<file path="config.mk">
export PLATFORM = sky130hd
export DESIGN_NAME = midi_note_decoder_flat
export DESIGN_NICKNAME = d
export VERILOG_FILES = /design/src/rtl/midi_note_decoder_if.sv /design/src/rtl/midi_note_decoder.sv /design/src/flat_wrapper.sv
export SDC_FILE = /design/constraint.sdc
export NUM_CORES = 1
export LEC_CHECK = 0
export ABC_CLOCK_PERIOD_IN_PS = 18550
export CORE_MARGIN = 5
export CORE_UTILIZATION = 62
export CTS_CLUSTER_DIAMETER = 150
export CTS_CLUSTER_SIZE = 30
export DETAILED_ROUTE_END_ITERATION = 12
export PLACE_DENSITY = 0.82
export SETUP_SLACK_MARGIN = 0.1
export SYNTH_ARGS = -nofsm -noshare
export SYNTH_HDL_FRONTEND = slang
export SYNTH_SLANG_ARGS = --single-unit
</file>
<file path="constraint.sdc">
create_clock -name CLOCK_50 -period 18.55 [get_ports CLOCK_50]
set_input_delay 3.71 -clock CLOCK_50 [delete_from_list [all_inputs] [get_ports CLOCK_50]]
set_output_delay 3.71 -clock CLOCK_50 [all_outputs]
set_load 0.02 [all_outputs]
</file>
<file path="src/rtl/midi_note_decoder_if.sv">
// MIDI line and decoded note state between the line source and midi_note_decoder.
// The master drives MIDI_RX and observes the decoded state; the slave is the decoder.
interface midi_note_decoder_if;
    logic        MIDI_RX;
    logic        isNoteOn;
    logic [23:0] noteSampleTicks;
    logic [7:0]  modulationValue;
    logic        frameError;

    modport master (
        output MIDI_RX,
        input  isNoteOn, noteSampleTicks, modulationValue, frameError
    );

    modport slave (
        input  MIDI_RX,
        output isNoteOn, noteSampleTicks, modulationValue, frameError
    );
endinterface

</file>
<file path="src/rtl/midi_note_decoder.sv">
// MIDI UART + running-status parser + note-to-period lookup for a monophonic synth voice.
// Outputs update 1 cycle after the byte completing a message; no backpressure, line is free-running.
module midi_note_decoder #(
    parameter int CLK_HZ  = 50_000_000,
    parameter int BAUD    = 31250,
    parameter int CHANNEL = 0,
    parameter int OMNI    = 0
) (
    input  logic                CLOCK_50,
    input  logic                RESET,
    midi_note_decoder_if.slave  io_midi
);

    localparam int BIT_TICKS = CLK_HZ / BAUD;
    localparam int CW        = $clog2(BIT_TICKS + 1);
    localparam logic [CW-1:0] LAST = CW'(BIT_TICKS - 1);
    localparam logic [CW-1:0] HALF = CW'(BIT_TICKS / 2 - 1);

    typedef enum logic [2:0] {ARM, IDLE, START, DATA, STOP} uart_state_t;

    uart_state_t   r_state;
    uart_state_t   w_state_nxt;
    logic          r_rx_meta;
    logic          r_rx_sync;
    logic          r_rx_prev;
    logic [CW-1:0] r_cnt;
    logic [2:0]    r_bit_idx;
    logic [7:0]    r_shift;
    logic          r_byte_vld;
    logic          w_cnt_clr;
    logic          w_shift_en;
    logic          w_stop_ok;
    logic          w_frame_err;

    always_comb begin
        w_state_nxt = r_state;
        w_cnt_clr   = 1'b0;
        w_shift_en  = 1'b0;
        w_stop_ok   = 1'b0;
        w_frame_err = 1'b0;
        case (r_state)
            ARM: begin
                // Needs a full bit time of continuous idle before trusting the line.
                if (!r_rx_sync) begin
                    w_cnt_clr = 1'b1;
                end else if (r_cnt == LAST) begin
                    w_cnt_clr   = 1'b1;
                    w_state_nxt = IDLE;
                end
            end
            IDLE: begin
                w_cnt_clr = 1'b1;
                if (r_rx_prev && !r_rx_sync) begin
                    w_state_nxt = START;
                end
            end
            START: begin
                if (r_cnt == HALF) begin
                    w_cnt_clr   = 1'b1;
                    w_state_nxt = r_rx_sync ? IDLE : DATA;
                end
            end
            DATA: begin
                if (r_cnt == LAST) begin
                    w_cnt_clr  = 1'b1;
                    w_shift_en = 1'b1;
                    if (r_bit_idx == 3'd7) begin
                        w_state_nxt = STOP;
                    end
                end
            end
            STOP: begin
                if (r_cnt == LAST) begin
                    w_cnt_clr = 1'b1;
                    if (r_rx_sync) begin
                        w_stop_ok   = 1'b1;
                        w_state_nxt = IDLE;
                    end else begin
                        w_frame_err = 1'b1;
                        w_state_nxt = ARM;
                    end
                end
            end
            default: w_state_nxt = ARM;
        endcase
    end

    always_ff @(posedge CLOCK_50) begin
        if (RESET) begin
            r_rx_meta  <= 1'b1;
            r_rx_sync  <= 1'b1;
            r_rx_prev  <= 1'b1;
            r_state    <= ARM;
            r_cnt      <= '0;
            r_bit_idx  <= '0;
            r_shift    <= '0;
            r_byte_vld <= 1'b0;
        end else begin
            r_rx_meta  <= io_midi.MIDI_RX;
            r_rx_sync  <= r_rx_meta;
            r_rx_prev  <= r_rx_sync;
            r_state    <= w_state_nxt;
            r_cnt      <= w_cnt_clr ? '0 : r_cnt + 1'b1;
            r_byte_vld <= w_stop_ok;
            if (w_shift_en) begin
                r_shift   <= {r_rx_sync, r_shift[7:1]};
                r_bit_idx <= r_bit_idx + 3'd1;
            end
        end
    end

    logic [7:0] r_status;
    logic       r_run_vld;
    logic       r_idx;
    logic [6:0] r_data0;
    logic       r_note_on;
    logic       r_note_vld;
    logic [6:0] r_note;
    logic [7:0] r_mod;
    logic       w_realtime;
    logic       w_need2;
    logic       w_chan_ok;
    logic [6:0] w_d1;
    logic [6:0] w_d2;

    assign w_realtime = (r_shift[7:3] == 5'b11111);
    assign w_need2    = !((r_status[7:4] == 4'hC) || (r_status[7:4] == 4'hD));
    assign w_chan_ok  = (OMNI != 0) || (r_status[3:0] == 4'(CHANNEL));
    assign w_d1       = w_need2 ? r_data0 : r_shift[6:0];
    assign w_d2       = r_shift[6:0];

    always_ff @(posedge CLOCK_50) begin
        if (RESET) begin
            r_status   <= '0;
            r_run_vld  <= 1'b0;
            r_idx      <= 1'b0;
            r_data0    <= '0;
            r_note_on  <= 1'b0;
            r_note_vld <= 1'b0;
            r_note     <= '0;
            r_mod      <= '0;
        end else if (r_byte_vld && !w_realtime) begin
            if (r_shift[7:4] == 4'hF) begin
                r_run_vld <= 1'b0;
                r_idx     <= 1'b0;
            end else if (r_shift[7]) begin
                r_status  <= r_shift;
                r_run_vld <= 1'b1;
                r_idx     <= 1'b0;
            end else if (r_run_vld) begin
                if (w_need2 && !r_idx) begin
                    r_data0 <= r_shift[6:0];
                    r_idx   <= 1'b1;
                end else begin
                    // Message complete; a foreign channel still consumes its data bytes.
                    r_idx <= 1'b0;
                    if (w_chan_ok) begin
                        case (r_status[7:4])
                            4'h9: begin
                                if (w_d2 != 7'd0) begin
                                    r_note_on  <= 1'b1;
                                    r_note_vld <= 1'b1;
                                    r_note     <= w_d1;
                                end else if (r_note_on && (w_d1 == r_note)) begin
                                    r_note_on <= 1'b0;
                                end
                            end
                            4'h8: begin
                                if (r_note_on && (w_d1 == r_note)) begin
                                    r_note_on <= 1'b0;
                                end
                            end
                            4'hB: begin
                                if (w_d1 == 7'd1) begin
                                    r_mod <= {w_d2, w_d2[6]};
                                end else if (w_d1 == 7'd123) begin
                                    r_note_on <= 1'b0;
                                end
                            end
                            default: ;
                        endcase
                    end
                end
            end
        end
    end

    logic [6:0]  w_rem;
    logic [3:0]  w_oct;
    logic [22:0] w_base;

    // Octave/semitone split by repeated subtraction of 12; at most 10 steps for notes up to 127.
    always_comb begin
        w_rem = r_note;
        w_oct = 4'd0;
        for (int i = 0; i < 10; i++) begin
            if (w_rem >= 7'd12) begin
                w_rem = w_rem - 7'd12;
                w_oct = w_oct + 4'd1;
            end
        end
        case (w_rem)
            7'd0:    w_base = 23'd6115610;
            7'd1:    w_base = 23'd5772367;
            7'd2:    w_base = 23'd5448389;
            7'd3:    w_base = 23'd5142595;
            7'd4:    w_base = 23'd4853963;
            7'd5:    w_base = 23'd4581531;
            7'd6:    w_base = 23'd4324390;
            7'd7:    w_base = 23'd4081680;
            7'd8:    w_base = 23'd3852593;
            7'd9:    w_base = 23'd3636364;
            7'd10:   w_base = 23'd3432270;
            7'd11:   w_base = 23'd3239632;
            default: w_base = 23'd0;
        endcase
    end

    assign io_midi.isNoteOn        = r_note_on;
    assign io_midi.noteSampleTicks = r_note_vld ? ({1'b0, w_base} >> w_oct) : 24'd0;
    assign io_midi.modulationValue = r_mod;
    assign io_midi.frameError      = w_frame_err;

endmodule

</file>
<file path="src/flat_wrapper.sv">
// flat-port wrapper written by rule: the top's interface ports become plain ports
module midi_note_decoder_flat 
#(
    parameter int CLK_HZ  = 50_000_000,
    parameter int BAUD    = 31250,
    parameter int CHANNEL = 0,
    parameter int OMNI    = 0
)
  (CLOCK_50, RESET, io_midi_MIDI_RX, io_midi_isNoteOn, io_midi_noteSampleTicks, io_midi_modulationValue, io_midi_frameError);
  midi_note_decoder_if io_midi_i ();
  input  logic CLOCK_50;
  input  logic RESET;
  input wire logic [$bits(io_midi_i.MIDI_RX)-1:0] io_midi_MIDI_RX;
  output wire logic [$bits(io_midi_i.isNoteOn)-1:0] io_midi_isNoteOn;
  output wire logic [$bits(io_midi_i.noteSampleTicks)-1:0] io_midi_noteSampleTicks;
  output wire logic [$bits(io_midi_i.modulationValue)-1:0] io_midi_modulationValue;
  output wire logic [$bits(io_midi_i.frameError)-1:0] io_midi_frameError;
  assign io_midi_i.MIDI_RX = io_midi_MIDI_RX;
  assign io_midi_isNoteOn = io_midi_i.isNoteOn;
  assign io_midi_noteSampleTicks = io_midi_i.noteSampleTicks;
  assign io_midi_modulationValue = io_midi_i.modulationValue;
  assign io_midi_frameError = io_midi_i.frameError;
  midi_note_decoder #(.CLK_HZ(CLK_HZ), .BAUD(BAUD), .CHANNEL(CHANNEL), .OMNI(OMNI)) u_core (.CLOCK_50(CLOCK_50), .RESET(RESET), .io_midi(io_midi_i));
endmodule
</file>
==> out/summary.txt <==
Final Cycle Share = 96.2%
Largest incremental delay on the critical path = 0.64 ns
Final setup violation count = 0
Worst Tran Pin Value = 1.27 ns
Max VDD drop = 65.8 µV
Post-route antenna net violation count = 0
Met3 wire len = 1.33 mm
Post-place setup slack = 0.474 ns
Detailed-routing iteration count for the pre-antenna-repair pass = 6
Post-synthesis share of cell area spent on full adders, half adders and majority gates = 4.59%
Cell count after synthesis = 990
Final-layout fill cell count = 960
Setup ws final = 0.697 ns
Count of flip-flops with a built-in enable after synthesis = 0
Post-route cell area = 8610 µm²
Leakage power figure = 0.00358 µW
Total inserted antenna cells = 0
Residual DRC count = 0
Port-buffer cells = 35
Final TNS setup = 0 ns
Area growth from synthesis to final layout = 12.9%
Via-per-instance ratio = 6.82
Detailed-route wire length = 20.5 mm
Insertion delay of the later-clocked pin in the worst-skew pair = 0.33 ns
Largest family of logic cells by synthesized area = compound AO/OA/AOI/OAI gates
Global router's overall resource usage = 25.9%
Total power divided by cell area = 35.4 nW/µm²
Highest metal layer used by the detailed router = met4
Top-count cell post-synth = sky130_fd_sc_hd__nor2_1
Routability Congestion = 1.03
Routed vias = 7945
Worst EP arrival = 14.14 ns
Violation count after the first detailed-route iteration = 951
Antenna violations before repair = 0
Total standard cell area after synthesis = 7630 µm²
Kind of path behind the tightest hold check = reg2reg
Worst slew margin relative to its limit = 14.8%
Number of buffers created by CTS = 9
Number of cell rows = 40
Half-perimeter wire length after placement = 14.2 mm
Maximum number of pins on one net before global-route repair = 53
Clock tree from TritonCTS = yes
Total number of clock tree sinks = 62
Final Critical Period = 17.85 ns
Hold violation count in the final report = 0
Final-stage net count = 1044
Core Box Area = 12000 µm²
Sort of element at the start of the critical path = register
H-Tree Depth = 3
I/O pins = 37
Commonest register cell after synthesis = sky130_fd_sc_hd__dfxtp_1
Vias in the first global route = 6945
Highest Clock Rate = 0.0560 GHz
Internal reg-to-reg setup slack = 15.73 ns
Full die area = 14600 µm²
Initial cell density of the core = 63.5%
Post-CTS clock slew at the launch and capture registers of the worst setup and hold paths = 0.06 ns
Maximum clock skew at final layout = 0.00620 ns
Net count of the mapped netlist = 1021
Fin Hold WS = 0.421 ns
Data required time at the worst endpoint = 14.84 ns
Clock tree root buffer cell = sky130_fd_sc_hd__clkbuf_16
Count of maximum capacitance violations = 0
Slowest cell on the critical path = sky130_fd_sc_hd__clkdlybuf4s50_1
DIE HEIGHT = 121 µm
Met1 Routed Length = 8.89 mm
Number of different library cells in the post-synthesis netlist = 120
Global-route wire length before repair = 32.4 mm
Final routed wire length divided by cell count = 17.6 µm
Share of async-settable or async-resettable flops after synthesis = 0%
Cell type contributing the most total cell area after synthesis = sky130_fd_sc_hd__dfxtp_1
Dpl cell area = 8000 µm²
Ratio of cells with drive above 1 in the final layout = 17.2%
Switching power as a share of total power = 21.5%
Post-synth top area share = 16.3%
Type of the worst setup path = reg2out
Global-route congestion overflow total = 0
Per-instance average area after synthesis = 7.70 µm²
Maximum clock path buffer count = 2
Post-synthesis simple-gate area fraction = 24.7%
Status = completed
Internal power = 239 µW
Part of the total power dissipated in combinational logic = 1.3%
Max FO, Critical Path = 12
Clock network fraction of design power = 54.5%
Net switching power figure = 65.6 µW
Mux cell area share after synthesis = 9.53%
Compound-gate portion of the synthesized area = 32.8%
Number of flip-flops and latches in the synthesized netlist = 62
Type of destination of the critical path = output pin
Share of power burned in registers = 44.2%
WL met2 = 9.69 mm
Die boundary width = 121 µm
Syn. warnings = 0
Slew Limit Fails = 0
Sequential area share after synthesis = 16.3%
Leading cell types by count after synthesis = 103 x sky130_fd_sc_hd__nor2_1, 68 x sky130_fd_sc_hd__nand2_1, 62 x sky130_fd_sc_hd__a21oi_1, 62 x sky130_fd_sc_hd__dfxtp_1, 43 x sky130_fd_sc_hd__o21ai_0
Post-Synth XOR/XNOR Area = 5.81%
Critical path's most frequent cell = sky130_fd_sc_hd__ha_1
Cell types occupying the most area after synthesis = sky130_fd_sc_hd__dfxtp_1 16%, sky130_fd_sc_hd__mux2i_1 5.4%, sky130_fd_sc_hd__nor2_1 5.1%
logic make-up after synthesis:
logic type / Yosys count
fa+ha+maj: 28
mux: 66
flops: 62
compound gates: 333
other cells: 1
xor+xnor: 43
buf+inv: 100
simple gates: 357
through the flow:
stage                     util, %  cells  power, µW
after CTS                    69.1   1149        307
after global routing         71.7   1165        315
after detailed placement     66.6   1133        142
after global placement       66.6   1133        142
after floorplan                 -    990        141
final                        71.7   1165        305
worst paths after layout:
check,start,cells after the start,endpoint
max reg2reg,u_core.r_status[7]$_SDFFE_PP0P_,8,u_core.r_note[4]$_SDFFE_PP0P_
max,u_core.r_note[0]$_SDFFE_PP0P_,57,io_midi_noteSampleTicks[2]
min reg2reg,u_core.r_rx_meta$_SDFF_PP1_,1,u_core.r_rx_sync$_SDFF_PP1_
min,u_core.r_rx_meta$_SDFF_PP1_,1,u_core.r_rx_sync$_SDFF_PP1_
layer usage:
layer	vias to the layer above	GRT usage, %
li1	3814	-
met1	3704	34.9
met2	360	42.9
met3	67	3.26
met4	0	8.43
met5	-	0
sequential cells by signal, indices dropped and copies added (netlist names), 3 cells and up:
signal                          flops
u_core.io_midi.modulationValue      7
u_core.r_shift                      8
u_core.r_bit_idx                    3
u_core.r_cnt                       11
u_core.r_note                       7
u_core.r_state                      3
u_core.r_status                     8
u_core.r_data0                      7
power by group through the flow:
| stage | Sequential (µW) | Combinational [µW] | Clock, µW |
|---|---|---|---|
| 2_1_floorplan | 137 | 3.63 | 0 |
| 3_3_place_gp | 138 | 4.09 | 0 |
| 3_5_place_dp | 138 | 4.11 | 0 |
| 4_1_cts | 135 | 4.09 | 168 |
| 5_1_grt | 135 | 4.71 | 175 |
| 6_report | 135 | 4.07 | 166 |
what timing repair did:
item	in CTS	in global routing
resized for setup	1	37
hold buffers	0	0
gates cloned	0	1
hold endpoints to repair	0	0
buffers inserted	0	15
pin swaps	0	5
setup endpoints to repair	2	23
layout by cell type (no fill, tap or decap), types with 7 or more instances in the layout:
cell / count
sky130_fd_sc_hd__a21o_1: 10
sky130_fd_sc_hd__a21oi_1: 61
sky130_fd_sc_hd__o21a_1: 8
sky130_fd_sc_hd__o21ai_1: 19
sky130_fd_sc_hd__nand3_1: 36
sky130_fd_sc_hd__and3_1: 12
sky130_fd_sc_hd__xnor2_1: 24
sky130_fd_sc_hd__nor4_1: 9
sky130_fd_sc_hd__o22ai_1: 16
sky130_fd_sc_hd__nand2_1: 68
sky130_fd_sc_hd__mux2i_1: 39
sky130_fd_sc_hd__a221oi_1: 7
sky130_fd_sc_hd__clkdlybuf4s50_1: 33
sky130_fd_sc_hd__nor2_1: 102
sky130_fd_sc_hd__mux2_2: 19
sky130_fd_sc_hd__nor3_1: 22
sky130_fd_sc_hd__dfxtp_1: 62
sky130_fd_sc_hd__and2_1: 11
sky130_fd_sc_hd__a22oi_1: 13
sky130_fd_sc_hd__a211o_1: 7
sky130_fd_sc_hd__xor2_1: 13
sky130_fd_sc_hd__ha_1: 27
sky130_fd_sc_hd__buf_4: 36
sky130_fd_sc_hd__clkbuf_16: 9
sky130_fd_sc_hd__a211oi_1: 13
sky130_fd_sc_hd__nand2b_1: 9
sky130_fd_sc_hd__a31oi_1: 11
sky130_fd_sc_hd__o21ai_0: 41
sky130_fd_sc_hd__nand4_1: 10
sky130_fd_sc_hd__o211ai_1: 9
sky130_fd_sc_hd__inv_1: 36
critical path: cells and delay by family (launching register included):
| family | cells | cell delay [ns] |
|---|---|---|
| fa+ha+maj | 9 | 2.07 |
| flops | 1 | 0.45 |
| simple gates | 19 | 3.99 |
| compound gates | 17 | 4.10 |
| buf+inv | 6 | 1.12 |
| mux | 6 | 2.08 |
layout make-up:
type	count	area, µm²	area share (%)
clock buffer	9	225	2.61
clock inverter	7	72.6	0.843
inverter	40	150	1.74
multi-input combinational	829	6120	71.1
sequential	62	1240	14.4
tap	147	184	2.14
timing repair buffer	71	618	7.18
(Power assumes the default switching activity.)
